$ cat config.mk
export PLATFORM = sky130hd
export DESIGN_NAME = key_event_scheduler
export DESIGN_NICKNAME = d
export VERILOG_FILES = /design/src/rtl/key_pkg.sv /design/src/rtl/rr_arbiter.sv /design/src/rtl/key_event_scheduler.sv
export SDC_FILE = /design/constraint.sdc
export NUM_CORES = 1
export LEC_CHECK = 0
export BUFFER_PORTS_ARGS = -buffer_cell sky130_fd_sc_hd__buf_4
export CAP_MARGIN = 20
export CORE_UTILIZATION = 27
export DETAILED_ROUTE_END_ITERATION = 8
export SLEW_MARGIN = 25
export SYNTH_ARGS = -nofsm -noshare
export SYNTH_HDL_FRONTEND = slang
export SYNTH_SLANG_ARGS = --single-unit
$ cat constraint.sdc
create_clock -name clk -period 6.1 [get_ports clk]
set_input_delay 0 -clock clk [delete_from_list [all_inputs] [get_ports clk]]
set_output_delay 0 -clock clk [all_outputs]
set_load 0.05 [all_outputs]
$ cat src/rtl/key_pkg.sv
// Shared constants and types for the key event scheduler.
package key_pkg;
  localparam int unsigned LANES_DEF  = 4;
  localparam int unsigned TS_W_DEF   = 16;
  localparam int unsigned DROP_W_DEF = 8;

  localparam logic EVT_PRESS   = 1'b1;
  localparam logic EVT_RELEASE = 1'b0;

  typedef enum logic {
    EMPTY = 1'b0,
    FULL  = 1'b1
  } out_state_e;
endpackage

$ cat src/rtl/rr_arbiter.sv
// Round-robin arbiter: search starts one past the last granted index.
module rr_arbiter #(
  parameter int unsigned N = 4
) (
  input  logic                 clk,
  input  logic                 reset,
  input  logic                 clear,
  input  logic [N-1:0]         req,
  input  logic                 advance,
  output logic [N-1:0]         grant,
  output logic [$clog2(N)-1:0] grant_idx,
  output logic                 grant_valid
);
  localparam int unsigned IW = $clog2(N);

  logic [IW-1:0] ptr_q, ptr_d;

  always_comb begin
    int unsigned idx;
    grant       = '0;
    grant_idx   = '0;
    grant_valid = 1'b0;
    for (int unsigned k = 0; k < N; k++) begin
      idx = (32'(ptr_q) + k) % N;
      if (!grant_valid && req[idx]) begin
        grant_valid = 1'b1;
        grant_idx   = IW'(idx);
        grant[idx]  = 1'b1;
      end
    end
  end

  always_comb begin
    ptr_d = ptr_q;
    if (clear) begin
      ptr_d = '0;
    end else if (advance && grant_valid) begin
      ptr_d = IW'((32'(grant_idx) + 1) % N);
    end
  end

  always_ff @(posedge clk or posedge reset) begin
    if (reset) begin
      ptr_q <= '0;
    end else begin
      ptr_q <= ptr_d;
    end
  end
endmodule

$ cat src/rtl/key_event_scheduler.sv
// Serialises per-lane press/release pulses into one timestamped event stream
// with one pending slot per lane, round-robin selection and a valid/ready output.
module key_event_scheduler import key_pkg::*; #(
  parameter int unsigned LANES  = LANES_DEF,
  parameter int unsigned TS_W   = TS_W_DEF,
  parameter int unsigned DROP_W = DROP_W_DEF
) (
  input  logic                     clk,
  input  logic                     reset,
  input  logic                     clear,
  input  logic                     enable,
  input  logic                     tick,
  input  logic [LANES-1:0]         press_pulse,
  input  logic [LANES-1:0]         release_pulse,
  output logic                     evt_valid,
  input  logic                     evt_ready,
  output logic [$clog2(LANES)-1:0] evt_lane,
  output logic                     evt_type,
  output logic [TS_W-1:0]          evt_time,
  output logic [DROP_W-1:0]        drop_count,
  output logic                     busy
);
  localparam int unsigned IW    = $clog2(LANES);
  localparam int unsigned SUM_W = $clog2(2 * LANES + 1);
  localparam int unsigned EXT_W = ((DROP_W > SUM_W) ? DROP_W : SUM_W) + 1;

  logic [TS_W-1:0]   ts_q, ts_d;
  logic [LANES-1:0]  slot_valid_q, slot_valid_d;
  logic [LANES-1:0]  slot_type_q, slot_type_d;
  logic [TS_W-1:0]   slot_time_q [LANES];
  logic [TS_W-1:0]   slot_time_d [LANES];
  out_state_e        state_q, state_d;
  logic [IW-1:0]     lane_q, lane_d;
  logic              type_q, type_d;
  logic [TS_W-1:0]   time_q, time_d;
  logic [DROP_W-1:0] drop_q, drop_d;

  logic [LANES-1:0]  grant;
  logic [IW-1:0]     grant_idx;
  logic              grant_valid;
  logic              load;
  logic [LANES-1:0]  slot_held;
  logic [SUM_W-1:0]  drop_sum;
  logic [EXT_W-1:0]  drop_ext;

  rr_arbiter #(.N(LANES)) u_arb (
    .clk         (clk),
    .reset       (reset),
    .clear       (clear),
    .req         (slot_valid_q),
    .advance     (load),
    .grant       (grant),
    .grant_idx   (grant_idx),
    .grant_valid (grant_valid)
  );

  // Output register can take a new event when empty or being accepted this cycle.
  assign load      = grant_valid && ((state_q == EMPTY) || evt_ready);
  assign slot_held = load ? (slot_valid_q & ~grant) : slot_valid_q;

  always_comb begin
    ts_d = ts_q;
    if (clear) begin
      ts_d = '0;
    end else if (enable && tick) begin
      ts_d = ts_q + TS_W'(1);
    end
  end

  // A slot freed by this cycle's load can accept a new pulse without a drop.
  always_comb begin
    slot_valid_d = slot_held;
    slot_type_d  = slot_type_q;
    slot_time_d  = slot_time_q;
    drop_sum     = '0;
    for (int unsigned i = 0; i < LANES; i++) begin
      if (enable && (press_pulse[i] || release_pulse[i])) begin
        if (!slot_held[i]) begin
          slot_valid_d[i] = 1'b1;
          slot_type_d[i]  = press_pulse[i] ? EVT_PRESS : EVT_RELEASE;
          slot_time_d[i]  = ts_q;
          drop_sum        = drop_sum + SUM_W'(press_pulse[i] & release_pulse[i]);
        end else begin
          drop_sum = drop_sum + SUM_W'(press_pulse[i]) + SUM_W'(release_pulse[i]);
        end
      end
    end
    if (clear) begin
      slot_valid_d = '0;
      slot_type_d  = '0;
      slot_time_d  = '{default: '0};
    end
  end

  always_comb begin
    drop_ext = EXT_W'(drop_q) + EXT_W'(drop_sum);
    if (clear) begin
      drop_d = '0;
    end else if (drop_ext > EXT_W'({DROP_W{1'b1}})) begin
      drop_d = '1;
    end else begin
      drop_d = drop_ext[DROP_W-1:0];
    end
  end

  always_comb begin
    state_d = state_q;
    lane_d  = lane_q;
    type_d  = type_q;
    time_d  = time_q;
    if (clear) begin
      state_d = EMPTY;
      lane_d  = '0;
      type_d  = 1'b0;
      time_d  = '0;
    end else if (load) begin
      state_d = FULL;
      lane_d  = grant_idx;
      type_d  = slot_type_q[grant_idx];
      time_d  = slot_time_q[grant_idx];
    end else if ((state_q == FULL) && evt_ready) begin
      state_d = EMPTY;
    end
  end

  always_ff @(posedge clk or posedge reset) begin
    if (reset) begin
      ts_q         <= '0;
      slot_valid_q <= '0;
      slot_type_q  <= '0;
      slot_time_q  <= '{default: '0};
      state_q      <= EMPTY;
      lane_q       <= '0;
      type_q       <= 1'b0;
      time_q       <= '0;
      drop_q       <= '0;
    end else begin
      ts_q         <= ts_d;
      slot_valid_q <= slot_valid_d;
      slot_type_q  <= slot_type_d;
      slot_time_q  <= slot_time_d;
      state_q      <= state_d;
      lane_q       <= lane_d;
      type_q       <= type_d;
      time_q       <= time_d;
      drop_q       <= drop_d;
    end
  end

  assign evt_valid  = (state_q == FULL);
  assign evt_lane   = lane_q;
  assign evt_type   = type_q;
  assign evt_time   = time_q;
  assign drop_count = drop_q;
  assign busy       = evt_valid | (|slot_valid_q);
endmodule

== Word level (Yosys, flattened, before mapping) ==
Cells that the tools add are included.

* Register bits: 118
* Input port bits: 14
* Output and inout bits: 29
* Logic and storage cells: 179

* Add/subtract/negate cells: 16
* Order comparisons: 11
* Eq/ne operators: 4
* Multiplexer cells: 84
* Bitwise logic cells: 12
* Reduce and logical (&&, ||, !) cells: 36

{| class="wikitable"
|+ Operators by type and width
! kind !! count
|-
| $mux W16 || 14
|-
| $mux W64 || 1
|-
| $mux W4 || 13
|-
| $add A4 B1 Y4 || 9
|-
| $mux W1 || 34
|-
| $bmux W16 S2 || 1
|-
| $mux W2 || 10
|-
| $add A16 B1 Y16 const B || 1
|-
| $mux W8 || 2
|-
| $logic_and A1 B1 Y1 || 15
|-
| $lt A2 B3 Y1 const B || 5
|-
| $reduce_bool A2 Y1 || 7
|-
| $or A4 B4 Y4 || 3
|-
| $bmux W1 S2 || 5
|-
| $add A8 B4 Y9 || 1
|-
| $gt A9 B8 Y1 const B || 1
|-
| $demux W1 S2 || 4
|-
| $ge A2 B1 Y1 const B || 4
|-
| $ne A2 B2 Y1 const B || 4
|-
| $reduce_and A2 Y1 || 4
|-
| $logic_or A1 B1 Y1 || 5
|-
| $add A2 B1 Y2 const B || 2
|-
| $add A2 B2 Y2 const B || 2
|-
| $and A1 B1 Y1 || 4
|-
| 10 further kinds || 12
|}

== Logic depth before layout (Yosys ltp) ==
Gate-level depths: netlist (run 1).

* Word-level depth: 33
* Depth in mapped cells: 34
* Mapped depth without buffers: 31

== Cells and area by module ==
Synthesis (run 1) repeated with hierarchy kept, for this count alone.

* Cells, all modules: 704
* Area total of the unflattened synthesis: 6490.0 um^2

{| class="wikitable"
|+ Modules (own cells, without submodules)
! module !! instances !! cells each !! area an instance (um^2) !! seq. area each (um^2)
|-
| key_event_scheduler || 1 || 647 || 5988.2 || 2902.8
|-
| rr_arbiter || 1 || 57 || 501.7 || 50.0
|}

== Least setup slack after synthesis (run 1) ==
No wires, ideal clock.

* Kind: reg2reg
* Start: register u_arb.ptr_q[0]
* End: register drop_q[5] (netlist: drop_count[5])
* Setup time: 0.136 ns
* Arrival: 6.421 ns
* Required time: 5.964 ns
* Setup slack: -0.457 ns
* Stages on the path, launching flop included: 33
* Path buffers: 3
* Clock period less this slack: 6.557 ns
* Path through: dfrtp_1 -> buf_6 -> buf_2 -> inv_1 -> ha_1 -> buf_2 -> mux4_2 -> a311oi_2 -> a221o_1 -> a221o_1 -> mux2i_1 -> nor2_1 -> inv_1 -> fa_1 -> o211ai_1 -> nand2_1 -> fa_1 -> or2_0 -> a21oi_1 -> a31oi_1 -> fa_1 -> inv_1 -> ha_1 -> mux2_2 -> nor2_1 -> a21oi_1 -> ha_1 -> a21o_1 -> a21o_1 -> a21o_1 -> nand2_1 -> xor2_1 -> a21oi_1

* Word-level cells in the longest chain between the ends: 33
* Elaborated cells between the ends (all ways): 73
* Those cells by class: 13 x add/sub; 9 x order compare; 35 x mux; 5 x bitwise; 11 x reduce/logical

{| class="wikitable"
|+ RTL lines
! element !! RTL line !! text
|-
| from (decl) || rr_arbiter.sv:16 || <nowiki>logic [IW-1:0] ptr_q, ptr_d;</nowiki>
|-
| from (signal assigned) || rr_arbiter.sv:46 || <nowiki>ptr_q <= ptr_d;</nowiki>
|-
| parallel branches: the longest is 14 deep, another holds $lt A2 B3 Y1 || - ||
|-
| $mux W4 * || key_event_scheduler.sv:59 || <nowiki>assign slot_held = load ? (slot_valid_q & ~grant) : slot_valid_q;</nowiki>
|-
| $mux W2 || key_event_scheduler.sv:78 || <nowiki>if (!slot_held[i]) begin</nowiki>
|-
| $mux W2 || key_event_scheduler.sv:77 || <nowiki>if (enable && (press_pulse[i] || release_pulse[i])) begin</nowiki>
|-
| $add A4 B1 Y4 (2 in series) || key_event_scheduler.sv:84 || <nowiki>drop_sum = drop_sum + SUM_W'(press_pulse[i]) + SUM_W'(release_pulse[i]);</nowiki>
|-
| $mux W4 || key_event_scheduler.sv:78 ||
|-
| $mux W4 || key_event_scheduler.sv:77 ||
|-
| $add A4 B1 Y4 (2 in series) || key_event_scheduler.sv:84 ||
|-
| [2 not listed] || - ||
|-
| $add A4 B1 Y4 (2 in series) || key_event_scheduler.sv:84 ||
|-
| $mux W4 || key_event_scheduler.sv:78 ||
|-
| $mux W4 * || key_event_scheduler.sv:77 ||
|-
| $add A8 B4 Y9 * || key_event_scheduler.sv:96 || <nowiki>drop_ext = EXT_W'(drop_q) + EXT_W'(drop_sum);</nowiki>
|-
| $gt A9 B8 Y1 || key_event_scheduler.sv:99 || <nowiki>end else if (drop_ext > EXT_W'({DROP_W{1'b1}})) begin</nowiki>
|-
| $mux W8 * || key_event_scheduler.sv:99 ||
|-
| $mux W8 * || key_event_scheduler.sv:97 || <nowiki>if (clear) begin</nowiki>
|-
| named net drop_d[5] || key_event_scheduler.sv:36 || <nowiki>logic [DROP_W-1:0] drop_q, drop_d;</nowiki>
|-
| to (signal assigned) || key_event_scheduler.sv:146 || <nowiki>drop_q <= drop_d;</nowiki>
|-
| to (decl) || key_event_scheduler.sv:36 ||
|}

Mark *: on every way through the listed nets, which the timed path passes. The select of a mux whose other input is x is not followed.
A chain may end at the register's enable or synchronous reset.

== Worst setup path in the final report (run 1) ==
* Start: register u_arb.ptr_q[0]
* End: register drop_q[7] (netlist: drop_count[7])

The elaborated chain is that of the path after synthesis.

==> results of run 1 <==
[layout make-up]
type | count | share of cell area [%]
Sequential cell | 118 | 35.9
Tap cell | 324 | 4.92
Multi-Input combinational cell | 508 | 42.6
Clock inverter | 6 | 1.09
Inverter | 30 | 1.43
Clock buffer | 26 | 6.18
Timing Repair Buffer | 84 | 7.96
[metal layers]
metal	wire length, µm	track usage (%)
met3	674	2.83
met2	7840	21.3
met5	0	0
met1	7440	16.8
met4	144	4.59
[timing repair]
item                                    CTS  global route
hold endpoints to repair                104             0
resized for setup                         5            12
endpoints found under the setup margin    8             8
hold buffers                             10             0
pin swaps                                 7             7
setup buffers                             1             1
[Yosys cell counts, types with 2 or more instances]
cell type	instances
nand3_1	26
o211ai_2	2
nor3_1	5
a221o_1	7
nor2b_1	21
fa_1	4
buf_6	7
buf_2	11
nand2b_1	5
and3_1	4
ha_1	22
clkbuf_1	26
nand2_1	73
o21ai_0	2
mux4_2	2
mux2_4	3
nor4_2	2
xnor2_1	6
a21oi_1	75
xor2_1	14
o21a_1	2
buf_4	4
nand4_1	4
mux2_2	4
dfrtp_1	118
inv_1	30
nor2_1	87
mux2i_1	60
a211oi_1	37
and4_1	2
a21o_1	3
nor3b_1	3
nand3b_1	2
o211ai_1	3
a31oi_1	4
buf_1	3
o21ai_1	3
[critical path: cells and delay by family, from the launching register on]
kind | cells | cell delay, ns
buffers and inverters | 3 | 0.21
muxes | 4 | 0.94
AOI/OAI and AO/OA | 9 | 1.68
adders and majority gates | 6 | 2.05
and+or+nand+nor | 6 | 0.68
DFF | 1 | 0.42
[state kept, by name (all words and copies together) (netlist names)]
signal        count
slot_time_q      64
evt_valid         1
evt_lane          2
slot_type_q       4
u_arb.ptr_q       2
evt_type          1
ts_q             16
drop_count        8
evt_time         16
slot_valid_q      4
[power by group through the flow]
| stage | logic [mW] | registers, mW | clock network [mW] |
|---|---|---|---|
| floorplan | 0.680 | 0.989 | 0 |
| global placement | 1.01 | 0.878 | 0 |
| detailed placement | 1.02 | 0.879 | 0 |
| CTS | 1.04 | 0.866 | 1.02 |
| global route | 1.15 | 0.872 | 1.05 |
| finish | 1.06 | 0.866 | 0.996 |
[per-stage QoR]
stage / instance area [µm²] / std cells
floorplan: 6780 / 708
global placement: 7440 / 1052
detailed placement: 7440 / 1052
CTS: 8160 / 1095
global route: 8240 / 1096
finish: 8240 / 1096
[worst paths after layout]
kind,endpoint,from,cells past startpoint
worst max register to register,drop_count[7]$_DFF_PP0_,u_arb.ptr_q[0]$_DFFE_PP0P_,28
max in group asynchronous,slot_time_q[1]$_DFFE_PP0P_,reset,4
worst min register to register,slot_time_q[3]$_DFFE_PP0P_,slot_time_q[3]$_DFFE_PP0P_,2
worst max-delay path,drop_count[7]$_DFF_PP0_,u_arb.ptr_q[0]$_DFFE_PP0P_,28
worst min-delay path,slot_valid_q[0]$_DFF_PP0_,enable,3
min in group asynchronous,drop_count[3]$_DFF_PP0_,reset,3
[logic make-up after synthesis]
group / after synthesis / share of synthesized area, %
AO/OA/AOI/OAI: 146 / 14.1
XOR/XNOR: 21 / 2.84
adder cells (fa/ha/maj): 26 / 5.28
buffers and inverters: 82 / 5.95
flip-flops: 118 / 43.9
multiplexers: 70 / 11.1
AND/OR/NAND/NOR: 245 / 16.9
==> flow_metrics.py, run 1 <==
metrics = {
    "sta": {
        "setup_viol": 2,
        "max_slew_margin_pct": 33.0,
        "fin_tns_setup_ns": -0.0259,
        "min_period_over_period_pct": 100,
        "fmax_ghz": 0.164,
        "finClkSkew_ns": 0.00772,
        "drv_slew": 0,
        "whs_ns": 0.0385,
        "worstMarginPinSlew_ns": 1.01,
        "grt_setup_unrepaired": "true",
        "fin_ws_ns": -0.0130,
        "hold_violations": 0,
        "layout_min_cycle_time_ns": 6.11,
    },
    "final_layout": {
        "multi_input_area_um2": 3510,
        "layout_commonest_cell": "dfrtp_1",
        "drive_gt1_share_pct": 19.0,
        "diodes": 0,
        "final_cell_mix": "dfrtp_1 (117), nor2_1 (86), buf_4 (74)",
        "area.growth.synth_to_final_pct": 22.4,
        "fillers": 2518,
        "area.sequential_um2": 2950,
        "finish.utilization_pct": 33.8,
        "final_nets": 799,
    },
    "detailed_routing": {
        "vias": 5167,
        "routedWlPerCell_um": 14.7,
        "drc": 0,
        "via_per_inst": 4.71,
        "antenna_left": 0,
        "dr.pass1.iters": 4,
        "drtIter0Drc": 326,
        "routed_wl_mm": 16.1,
    },
    "critical_path": {
        "slowest_stage": "fa_1",
        "path_max_fanout": 5,
        "endpoint_kind": "flip-flop",
        "path_class": "flip-flop to flip-flop",
        "critPathArrivalTime_ns": 6.37,
        "critPathRequiredTime_ns": 6.35,
        "crit_top_cell": "a21o_1",
        "reg2reg_slack_ns": -0.01,
        "critPathMaxStageDelay_ns": 0.44,
        "setup.worst_path.start_class": "flip-flop",
    },
    "die": {
        "die_h_um": 160,
        "dieWidth_um": 160,
        "die_area_um2": 25600,
        "core_area_um2": 24400,
        "num_rows": 57,
        "num_io_pins": 43,
        "start_util_pct": 27.6,
    },
    "placement": {
        "dp_hpwl_mm": 10.1,
        "pre_cts_slack_ns": -0.139,
        "io_buffer_count": 42,
        "gp_congestion": 0.889,
    },
    "synthesis": {
        "synth_seq_cells": 118,
        "synth_flop_cell": "dfrtp_1",
        "yosysWarningCount": 0,
        "synth_top_cell_by_area": "dfrtp_1",
        "synth.yosys.seq_area_share_pct": 43.9,
        "syn_nets": 748,
        "ys_top_cells_by_area": "dfrtp_1 (44%), mux2i_1 (8.9%), a21oi_1 (5.6%)",
        "synth_top_area_share_pct": 43.9,
        "synth_edf_count": 0,
        "syn_inst": 708,
        "synth_area_per_cell_um2": 9.51,
        "synth_async_sr_flop_share_pct": 100,
        "ys_types": 59,
        "syn_area_um2": 6730,
    },
    "clock_network": {
        "htree_num_levels": 4,
        "cts_tree": "built",
        "clk_latency_ns": 0.41,
        "cts.sinks": 118,
        "clk_pin_slew_ns": 0.05,
        "clockRootBuffer": "clkbuf_16",
        "clk_path_buf_depth": 2,
        "cts-buffers-inserted": 17,
    },
    "global_route": {
        "grt_remaining_overflow": 0,
        "grt_pass1_wl_mm": 26.5,
        "grt_max_degree": 94,
        "grt.total_usage_pct": 13.0,
        "antenna_found_initial": 0,
        "grt_pass1_vias": 5037,
    },
    "power_and_ir_drop": {
        "pwr-share-clk_pct": 34.1,
        "finalPower_mw": 2.92,
        "combPwrFrac_pct": 36.3,
        "p_int_mw": 1.88,
        "switching_power_mw": 1.04,
        "sw_frac_of_total_pct": 35.7,
        "seqPwrFrac_pct": 29.6,
        "ir_drop_mv": 0.215,
        "power_density_nw_per_um2": 355,
        "p_leak_nw": 3.74,
    },
    "outcome": {
        "failed_checks": "negative setup slack",
        "status": "complete, but fails checks",
    },
    "hold_path": {
        "hold_path_class": "primary input to flip-flop",
    },
    "run": {
        "cap_violations": 0,
    },
}
No activity file was read; power rests on OpenSTA's default activity.
==> run 2: changes to the inputs <==
- PLACE_DENSITY: unset -> 0.55
==> run 2 against run 1 <==
  * The flow still finishes with violations (negative setup slack)
  * Total power grew 2.3%
  * Non-clock buffer count up 6
  * Sequential share of layout area shrank 0.66 points
  * Worst setup slack got worse by 0.026 ns
  * Die area did not move
  * Combinational power barely moved
  * Global-route usage grew 0.54 points
  * First-iteration DRC count up 2.8%
  * Routed wire length increased by 4.5%
==> flow_metrics.py, run 2 (synthesis gave the netlist of run 1 again) <==
metrics = {
    "critical_path": {
        "critPathRequiredTime_ns": 6.36,
        "setup.worst_path.start_class": "flip-flop",
        "path_max_fanout": 5,
        "critPathArrivalTime_ns": 6.40,
        "crit_top_cell": "a21o_1",
        "endpoint_kind": "flip-flop",
        "reg2reg_slack_ns": -0.04,
        "slowest_stage": "fa_1",
        "r2r_cells": 28,
        "path_class": "flip-flop to flip-flop",
        "critPathMaxStageDelay_ns": 0.48,
    },
    "placement": {
        "gp_congestion": 0.884,
        "place_area_um2": 7440,
        "pre_cts_slack_ns": -0.0840,
        "dp_hpwl_mm": 10.4,
        "io_buffer_count": 42,
        "dp.cells": 1053,
    },
    "power_and_ir_drop": {
        "p_leak_nw": 3.77,
        "finalPower_mw": 2.99,
        "ir_drop_mv": 0.201,
        "power_density_nw_per_um2": 356,
    },
    "global_route": {
        "grt_remaining_overflow": 0,
        "grt_pass1_vias": 5179,
        "grt_pass1_wl_mm": 27.6,
        "grt.total_usage_pct": 13.5,
        "grt_max_degree": 79,
        "antenna_found_initial": 0,
    },
    "detailed_routing": {
        "routed_wl_mm": 16.8,
        "vias": 5249,
        "via_per_inst": 4.76,
        "dr.pass1.iters": 4,
        "routedWlPerCell_um": 15.3,
        "drtIter0Drc": 335,
        "antenna_left": 0,
        "drc": 0,
    },
    "run": {
        "cap_violations": 0,
    },
    "clock_network": {
        "clk_pin_slew_ns": 0.06,
        "clockRootBuffer": "clkbuf_16",
        "cts-buffers-inserted": 17,
        "clk_latency_ns": 0.41,
        "cts.sinks": 118,
        "htree_num_levels": 4,
        "cts_tree": "built",
        "clk_path_buf_depth": 2,
    },
    "sta": {
        "max_slew_margin_pct": 39.3,
        "grt_setup_unrepaired": "true",
        "drv_slew": 0,
        "whs_ns": 0.00994,
        "setup_viol": 2,
        "fin_tns_setup_ns": -0.0600,
        "fmax_ghz": 0.163,
        "layout_min_cycle_time_ns": 6.14,
        "worstMarginPinSlew_ns": 0.911,
        "fin_ws_ns": -0.0395,
        "finClkSkew_ns": 0.00757,
        "hold_violations": 0,
        "min_period_over_period_pct": 101,
    },
    "final_layout": {
        "diodes": 0,
        "final_nets": 805,
        "area.growth.synth_to_final_pct": 24.7,
        "regMostFlops": "slot_time_q",
        "drive_gt1_share_pct": 21.5,
        "fin_cells": 1102,
        "final_cell_mix": "dfrtp_1 (117), nor2_1 (86), buf_4 (80)",
        "finish.utilization_pct": 34.4,
        "largest_reg_flops": 64,
        "fin_area_um2": 8390,
        "layout_commonest_cell": "dfrtp_1",
    },
    "hold_path": {
        "hold_path_depth": 2,
        "hold_path_class": "primary input to flip-flop",
    },
    "outcome": {
        "failed_checks": "negative setup slack",
        "status": "complete, but fails checks",
    },
    "die": {
        "dieWidth_um": 160,
        "die_h_um": 160,
        "num_io_pins": 43,
        "core_area_um2": 24400,
        "die_area_um2": 25600,
        "start_util_pct": 27.6,
        "num_rows": 57,
    },
}
[run 2: cell types whose count changed in the layout (fill, tap and decap cells not counted), sizes merged]
cell / change
buf: +7
clkbuf: -4
clkinvlp: +2
inv: +2
bufinv: +1
clkinv: -1
dlygate4sd3: -1
[run 2: final cells by class]
type                    instances  area, µm²
clock buffers                  22        474
clock inverters                10        144
fillers                      2500      16000
inverters                      30        118
multi-input cells             508       3590
flip-flops and latches        118       2950
well taps                     324        405
repair buffers                 90        702
[run 2: final timing paths]
kind,startpoint,to
min in group asynchronous,reset,drop_count[4]$_DFF_PP0_
max,u_arb.ptr_q[0]$_DFFE_PP0P_,drop_count[5]$_DFF_PP0_
max reg2reg,u_arb.ptr_q[0]$_DFFE_PP0P_,drop_count[5]$_DFF_PP0_
max in group asynchronous,reset,u_arb.ptr_q[0]$_DFFE_PP0P_
min,clear,evt_time[8]$_DFFE_PP0P_
min reg2reg,slot_time_q[8]$_DFFE_PP0P_,slot_time_q[8]$_DFFE_PP0P_
[run 2: timing repair]
item	CTS	global route
buffers inserted	3	5
hold endpoints to repair	51	0
gates resized for setup	3	28
setup endpoints to repair	8	8
hold buffers	9	0
pin swaps	5	18
[run 2: critical path: cells and delay by family, from the launching register on]
family                   cells  cell delay (ns)
AO/OA/AOI/OAI               10             1.66
XOR/XNOR                     1             0.15
adder cells (fa/ha/maj)      6             2.09
buffers and inverters        3             0.21
flip-flops                   1             0.42
multiplexers                 3             0.78
AND/OR/NAND/NOR              5             0.68
[run 2: per-layer routing]
metal | global-route usage, % | share of wire [%]
met1 | 17.7 | 48
met2 | 22.4 | 48
met3 | 2.70 | 2.8
met4 | 4.11 | 1.0
met5 | 0 | 0
[run 2: report_power, final]
group          internal [mW]  switching, mW
sequential             0.830         0.0371
clock                  0.677          0.360
combinational          0.408          0.677
total                   1.92           1.07
